File: src/rtl/quad_step_emitter_pkg.sv
// Shared definitions for the quadrature step emitter: Gray map, direction
// constants and FSM state encodings.
package quad_step_emitter_pkg;

  localparam logic [1:0] ST_IDLE   = 2'd0;
  localparam logic [1:0] ST_BOUNCE = 2'd1;
  localparam logic [1:0] ST_SETTLE = 2'd2;

  localparam logic DIR_CW  = 1'b1;
  localparam logic DIR_CCW = 1'b0;

  // {a,b} line levels for a Gray index
  function automatic logic [1:0] gray_ab(input logic [1:0] q);
    logic [1:0] ab;
    case (q)
      2'd0:    ab = 2'b00;
      2'd1:    ab = 2'b10;
      2'd2:    ab = 2'b11;
      default: ab = 2'b01;
    endcase
    return ab;
  endfunction

  function automatic logic [1:0] gray_step(input logic [1:0] q, input logic dir);
    if (dir == DIR_CW) return q + 2'd1;
    return q - 2'd1;
  endfunction

endpackage

File: src/rtl/prbs_lfsr8.sv
// 8-bit Fibonacci PRBS (x^8+x^6+x^5+x^4+1) used as the contact-bounce source.
module prbs_lfsr8 #(
  parameter logic [7:0] SEED = 8'hA5
) (
  input  logic       clk,
  input  logic       reset,
  output logic [7:0] state_o,
  output logic [7:0] next_o
);

  logic [7:0] lfsr_q;
  logic [7:0] lfsr_d;

  always_comb begin
    lfsr_d = {lfsr_q[6:0], lfsr_q[7] ^ lfsr_q[5] ^ lfsr_q[4] ^ lfsr_q[3]};
  end

  always_ff @(posedge clk) begin
    if (reset) lfsr_q <= SEED;
    else       lfsr_q <= lfsr_d;
  end

  assign state_o = lfsr_q;
  assign next_o  = lfsr_d;

endmodule

File: src/rtl/quad_step_emitter.sv
// Quadrature A/B generator emulating a rotary encoder; one Gray transition per
// accepted step, with optional PRBS contact bounce on the changing line.
module quad_step_emitter
  import quad_step_emitter_pkg::*;
#(
  parameter int unsigned PHASE_CYCLES  = 64,
  parameter int unsigned BOUNCE_CYCLES = 8,
  parameter logic [7:0]  LFSR_SEED     = 8'hA5
) (
  input  logic       clk,
  input  logic       reset,
  input  logic       step_valid,
  input  logic       step_dir,
  output logic       step_ready,
  input  logic       bounce_en,
  output logic       quad_a,
  output logic       quad_b,
  output logic       busy,
  output logic [7:0] position
);

  localparam int unsigned MAX_CYC = (PHASE_CYCLES > BOUNCE_CYCLES) ? PHASE_CYCLES : BOUNCE_CYCLES;
  localparam int unsigned CNT_W   = $clog2(MAX_CYC + 1);
  localparam logic [CNT_W-1:0] PHASE_LOAD  = CNT_W'(PHASE_CYCLES - 1);
  localparam logic [CNT_W-1:0] BOUNCE_LOAD = CNT_W'(BOUNCE_CYCLES - 1);

  logic [1:0]       state_q, state_d;
  logic [CNT_W-1:0] cnt_q, cnt_d;
  logic [1:0]       gq_q, gq_d;
  logic [7:0]       pos_q, pos_d;
  logic [1:0]       chg_q, chg_d;
  logic [1:0]       ab_q, ab_d;
  logic             busy_q, busy_d;
  logic [7:0]       lfsr_q, lfsr_d;
  logic             accept;
  logic             unused_lfsr;

  prbs_lfsr8 #(
    .SEED (LFSR_SEED)
  ) u_lfsr (
    .clk     (clk),
    .reset   (reset),
    .state_o (lfsr_q),
    .next_o  (lfsr_d)
  );

  assign unused_lfsr = ^{lfsr_q, lfsr_d[7:1]};

  assign step_ready = (state_q == ST_IDLE) & ~reset;
  assign accept     = step_valid & step_ready;

  // Next state; line levels are computed for the cycle they will be shown in
  always_comb begin
    state_d = state_q;
    cnt_d   = cnt_q;
    gq_d    = gq_q;
    pos_d   = pos_q;
    chg_d   = chg_q;
    case (state_q)
      ST_IDLE: begin
        if (accept) begin
          gq_d  = gray_step(gq_q, step_dir);
          pos_d = (step_dir == DIR_CCW) ? pos_q - 8'd1 : pos_q + 8'd1;
          chg_d = gray_ab(gq_d) ^ gray_ab(gq_q);
          if (bounce_en) begin
            state_d = ST_BOUNCE;
            cnt_d   = BOUNCE_LOAD;
          end else begin
            state_d = ST_SETTLE;
            cnt_d   = PHASE_LOAD;
          end
        end
      end
      ST_BOUNCE: begin
        if (cnt_q == '0) begin
          state_d = ST_SETTLE;
          cnt_d   = PHASE_LOAD;
        end else begin
          cnt_d = cnt_q - CNT_W'(1);
        end
      end
      ST_SETTLE: begin
        if (cnt_q == '0) state_d = ST_IDLE;
        else             cnt_d   = cnt_q - CNT_W'(1);
      end
      default: state_d = ST_IDLE;
    endcase

    // The last bounce cycle already shows the clean new Gray code
    ab_d = gray_ab(gq_d);
    if ((state_d == ST_BOUNCE) && (cnt_d != '0)) begin
      ab_d = (ab_d & ~chg_d) | (chg_d & {2{lfsr_d[0]}});
    end
    busy_d = (state_d != ST_IDLE);
  end

  always_ff @(posedge clk) begin
    if (reset) begin
      state_q <= ST_IDLE;
      cnt_q   <= '0;
      gq_q    <= 2'd0;
      pos_q   <= 8'd0;
      chg_q   <= 2'b00;
      ab_q    <= 2'b00;
      busy_q  <= 1'b0;
    end else begin
      state_q <= state_d;
      cnt_q   <= cnt_d;
      gq_q    <= gq_d;
      pos_q   <= pos_d;
      chg_q   <= chg_d;
      ab_q    <= ab_d;
      busy_q  <= busy_d;
    end
  end

  assign quad_a   = ab_q[1];
  assign quad_b   = ab_q[0];
  assign busy     = busy_q;
  assign position = pos_q;

endmodule
File: config.mk
export PLATFORM = sky130hd
export DESIGN_NAME = quad_step_emitter
export DESIGN_NICKNAME = d
export VERILOG_FILES = /design/src/rtl/quad_step_emitter_pkg.sv /design/src/rtl/prbs_lfsr8.sv /design/src/rtl/quad_step_emitter.sv
export SDC_FILE = /design/constraint.sdc
export NUM_CORES = 1
export LEC_CHECK = 0
export ABC_CLOCK_PERIOD_IN_PS = 2600
export CORE_UTILIZATION = 51
export DETAILED_ROUTE_END_ITERATION = 12
export GPL_TIMING_DRIVEN = 0
export PLACE_DENSITY_LB_ADDON = 0.25
export SETUP_SLACK_MARGIN = 0.5
export SLEW_MARGIN = 30
export SYNTH_ARGS = -nofsm -noshare
export SYNTH_HDL_FRONTEND = slang
export SYNTH_SLANG_ARGS = --single-unit
File: constraint.sdc
create_clock -name clk -period 2.6 [get_ports clk]
set_input_delay 0.39 -clock clk [delete_from_list [all_inputs] [get_ports clk]]
set_output_delay 0.39 -clock clk [all_outputs]
set_load 0.1 [all_outputs]
# Yosys cells after proc, flatten, opt, wreduce, memory -nomap -nowiden
# Index checks and enable logic that the tools add are counted.
# W data, S select, Z words.
# totals
regBits	32
out_inout_bits	12
wordCells	72
# op_classes
n_addsub	5
eq_ne	9
mux	30
bitwise_logic	11
reduce_logical	9
# op_table
cell	count
$mux W2	17
$pmux W2 S3	4
$mux W7	3
$pmux W7 S3	1
$eq A2 B1 Y1 const B	5
$add A8 B1 Y8 const B	1
$eq A2 B2 Y1 const B	4
$logic_not A2 Y1	4
$mux W8	1
$sub A8 B1 Y8 const B	1
$logic_not A7 Y1	1
$reduce_bool A7 Y1	1
$sub A7 B1 Y7 const B	1
$mux W6	1
$and A2 B2 Y2	2
$mux W1	3
$xor A1 B1 Y1	3
$add A2 B1 Y2 const B	1
$and A1 B1 Y1	2
$not A2 Y2	1
$or A2 B2 Y2	1
$reduce_and A2 Y1	1
$reduce_bool A2 Y1	1
$sub A2 B1 Y2 const B	1
other kinds (3)	3

# Longest topological paths before layout
# logic_depth
word_depth	19
depth_mapped	12
ltp_nobuf	12

# Modules after synthesis
# From an unflattened synthesis, not the netlist that was laid out.
# hier_totals
hier_cells	231
area_unflattened_um2	1999.4
# by_module_without_submodules
module	instances	cells_per_inst	area_each_um2
quad_step_emitter	1	205	1710.4
prbs_lfsr8	1	26	289.0

# Least setup slack after synthesis
# OpenSTA, ideal clock, no wires.
# synth_timing
path_type	reg-to-reg
startpoint	reg pos_q[1], in the netlist position[1]
endpoint	reg pos_q[7], in the netlist position[7]
arrival_ns	2.730
slack_ns	-0.192
stages_incl_launch_ff	9
path_buffers	0
period_less_slack_ns	2.792
path_cell_list	dfxtp_1 ha_1 a21o_1 a21oi_1 o21bai_1 a2111o_1 a211o_1 a21oi_1 nand2b_1
# synth_between
elab_chain_cells	2
word_cells_on_any_way	3
# synth_rtl
element	line	source
from (decl)	quad_step_emitter.sv:30	logic [7:0] pos_q, pos_d;
from (signal assigned)	quad_step_emitter.sv:110	pos_q <= pos_d;
$sub A8 B1 Y8 or $add A8 B1 Y8 (tied branches)	quad_step_emitter.sv:63	pos_d = (step_dir == DIR_CCW) ? pos_q - 8'd1 : pos_q + 8'd1;
$mux W8 (*)	quad_step_emitter.sv:63	
# Mark *: on every way between the ends. The rest lies on a longest branch, timed or not.
# A chain may end at the register's enable or synchronous reset.

# Worst setup path in the final report
# layout_timing
startpoint	reg state_q[0]
endpoint	reg ab_q[0]
# layout_between
elab_chain_cells	10
word_cells_on_any_way	27
# layout_rtl
element	line	source
from (decl)	quad_step_emitter.sv:27	logic [1:0] state_q, state_d;
from (signal assigned)	quad_step_emitter.sv:107	state_q <= state_d;
$logic_not A2 Y1	quad_step_emitter.sv:49, quad_step_emitter.sv:59	
$and A1 B1 Y1	quad_step_emitter.sv:49	assign step_ready = (state_q == ST_IDLE) & ~reset;
$and A1 B1 Y1	quad_step_emitter.sv:50	assign accept = step_valid & step_ready;
$mux W2	quad_step_emitter.sv:61	if (accept) begin
$mux W2	quad_step_emitter.sv:59	case (state_q)
$eq A2 B2 Y1 (tied with other cells)	quad_step_emitter_pkg.sv:15	case (q)
$pmux W2 S3	quad_step_emitter_pkg.sv:15	
$and A2 B2 Y2	quad_step_emitter.sv:92	ab_d = (ab_d & ~chg_d) | (chg_d & {2{lfsr_d[0]}});
$or A2 B2 Y2	quad_step_emitter.sv:92	
$mux W2 (*)	quad_step_emitter.sv:91	if ((state_d == ST_BOUNCE) && (cnt_d != '0)) begin
to (signal assigned)	quad_step_emitter.sv:104	ab_q <= 2'b00;
to (signal assigned)	quad_step_emitter.sv:112	ab_q <= ab_d;
to (decl)	quad_step_emitter.sv:32	logic [1:0] ab_q, ab_d;
# Marks and branches as above.

==> metrics.md <==
| Metric | Value |
|---|---|
| Outcome | `completed` |
| Path depth of the worst reg2reg path | `9` |
| Period minus WS final | `2.273 ns` |
| Clk_lat worst skew | `0.28 ns` |
| Post-Synthesis Cells | `~240` |
| Async SR Flop Fraction | `0%` |
| Placed cell area | `0.002362 sq mm` |
| Hold Crit Start | `u_lfsr.state_o[1]` |
| Net Count, Synth | `260` |
| Ant. Diodes | `0` |
| Worst rel slew slack | `35.17%` |
| LEAKAGE | `1.140 nW` |
| EDFF count, synth | `0` |
| Layout area overhead | `31.12%` |
| Overall power | `2.360 mW` |
| Fillers | `roughly 300` |
| Router iterations before antenna repair | `4` |
| Worst R2R Start | `state_q[0]` |
| Die width | `roughly 66 microns` |
| FF-to-FF setup slack | `between 0.3 and 0.4 ns` |
| Final cell count without fillers | `328` |
| Share of cells above drive strength 1 | `a little under a third` |
| Power density cells | `869.2 mW/mm^2` |
| Period Utilization, post-route | `87.42%` |
| Register area share after synthesis | `30.94%` |
| Clock buffer count from CTS | `5` |
| Largest net degree at the start of global routing | `11` |
| Vias | `1,869` |
| I/O Buffers | `16` |
| Layout Utilization | `72.00%` |
| Worst Clk Skew | `0.008650 ns` |
| CP Class | `reg -> reg` |
| Post-Place Cells | `303` |
| WP data arrival | `between 2 and 2.5 ns` |
| CTS Hold Bufs | `0` |
| Most numerous cell in the Yosys netlist | `dfxtp_1` |
| CTS Buffer Depth | `2` |
| Core Area | `0.003771 sq mm` |
| Hold Path End | `u_lfsr.state_o[2]` |
| CP endpoint kind | `flip-flop` |
| Final setup fails | `0` |
| Detailed Route Iter0 Violations | `135` |
| Slew @ Worst Pin | `0.9763 ns` |
| Die Area | `0.004319 sq mm` |
| RSZ-0062 raised after global routing | `yes` |
| Post-route ant nets | `0` |
| Capturing point of the worst reg2reg path | `ab_q[0]` |
| Placer Congestion | `0.9148` |
| Clock-pin slew on the worst setup and hold paths | `0.06 ns` |
| GRT overflow | `0` |
| Top-area cell type share of the netlist area | `30.94%` |
| # rows | `22` |
| WP data required | `between 2 and 3 ns` |
| Vias in the first global route | `1,686` |
| GRT Total Usage | `approximately 24%` |
| Distinct cell type count after synthesis | `52` |
| Clk sink count | `32` |
| Mapped cell area | `0.002071 sq mm` |
| Min Hold Slack | `0.4076 ns` |
| CP Max Fanout | `5` |
| Area leader, netlist | `dfxtp_1` |
| Clock root buffer | `clkbuf_8` |
| Final #Nets | `300` |
| Fin worst setup slack | `0.3271 ns` |
| Max Cap Viol | `0` |
| Top_reg_cell synth | `dfxtp_1` |
| Initial antenna violation count | `0` |
| F_max | `440.0 MHz` |
| Top post-synthesis cells by count | `dfxtp_1 (32), nor2_1 (28), ha_1 (15)` |
| Hold WC Path Type | `reg -> reg` |
| Synth area leaders | `dfxtp_1 (31%), ha_1 (9.1%), nor2_1 (5.1%), xnor2_1 (4.2%), nor2b_1 (3.3%)` |
| Worst slack at placement | `-1.014 ns` |
| Initial Util | `54.91%` |
| Seq cells post-synth | `32` |
| Final Max Slew Viols | `0` |
| IO Count | `17` |
| Final hold violations | `0` |
| First-pass GRT wire length | `between 7000 and 8000 microns` |
| Wire per inst | `15.36 microns` |
| Post-DR vias/cell | `5.698` |
| Final Instance Area | `0.002715 sq mm` |
| # DRC | `0` |
| Number of H-tree levels | `2` |
| Startpoint class of the critical path | `flip-flop` |
| Hpwl dp | `3279 microns` |
| Total wire length | `5037 microns` |
| DIE HEIGHT | `65.72 microns` |
| TritonCTS clock tree | `built` |
| Avg Cell Area, Syn | `slightly below 9 sq um` |
| Setup TNS | `0 ns` |
| Peak VDD IR | `0.5159 mV` |
| Ys Warns | `0` |
| Hold Path Cell Cnt | `1` |
how the worst max path moves through the flow:
stage	slack (ns)	startpoint	end	cells past startpoint
2_1_floorplan	0.41	step_dir	position[7]	9
3_3_place_gp	-1.01	reset	step_ready	6
3_5_place_dp	-1.01	reset	step_ready	6
4_1_cts	0.39	cnt_q[0]	ab_q[0]	11
5_1_grt	0.24	state_q[0]	ab_q[0]	9
6_report	0.33	state_q[0]	ab_q[0]	9
area by class of cell:
cell class / count / area [sq um] / share of cell area (%)
flip-flops and latches: 32 / 663.1 / 24.42
clock inverters: 1 / 5.005 / 0.1843
multi-input cells: 183 / 1483 / 54.61
plain buffers: 14 / 106.4 / 3.917
inverters: 10 / 46.29 / 1.705
repair buffers: 33 / 275.3 / 10.14
well taps: 48 / 60.06 / 2.212
clock buffers: 7 / 76.32 / 2.811
layer usage:
layer | GRT usage (%) | wire length (microns) | vias up
met3 | 6.076 | 284 | 10
met1 | 31.91 | 2344 | 876
li1 | - | - | 931
met4 | 6.522 | 55 | 0
met2 | 38.78 | 2352 | 52
met5 | 0 | 0 | -
logic make-up after synthesis:
logic type	after synthesis	share of synthesized area [%]
compound gates	59	21.81
xor+xnor	14	5.921
fa+ha+maj	16	10.03
buf+inv	24	5.559
flops	32	30.94
simple gates	94	25.74
state kept, by name, indices dropped and copies added (netlist names):
name / count
gq_q: 2
chg_q: 2
position: 8
cnt_q: 7
state_q: 2
busy: 1
u_lfsr.state_o: 8
ab_q: 2
report_power, final:
group | switching (mW) | leakage (nW) | internal (mW) | total [mW]
registers | 0.0739 | 0.269 | 0.580 | 0.653
logic | 0.829 | 0.829 | 0.517 | 1.35
clock network | 0.172 | 0.0422 | 0.188 | 0.360
critical path, cell delays in order (launching register included):
cell and delay (ns):
dfxtp_2 0.32, buf_6 0.12, or4b_4 0.51, buf_8 0.14, o21ai_4 0.06, a41oi_4 0.15
a2111oi_4 0.36, nand4_2 0.22, a211oi_2 0.22, a31o_1 0.12
placed cells by master, fill, tap and decap left out, drive strengths merged, types with 7 or more instances in the layout:
master and count:
a211oi 7, a21oi 13, buf 26, clkbuf 14, dfxtp 32, dlygate4sd2 11, ha 15, inv 9
nand2 11, nand2b 7, nand3b 7, nor2 28, nor2b 11, o21ai 14, or2 7, xnor2 10
timing repair:
| item | CTS | global route |
|---|---|---|
| resized for setup | 49 | 22 |
| endpoints found under the setup margin | 26 | 5 |
| pin swaps | 9 | 12 |
| setup buffers | 11 | 6 |
Note: power is estimated with default switching activity, not from simulation.
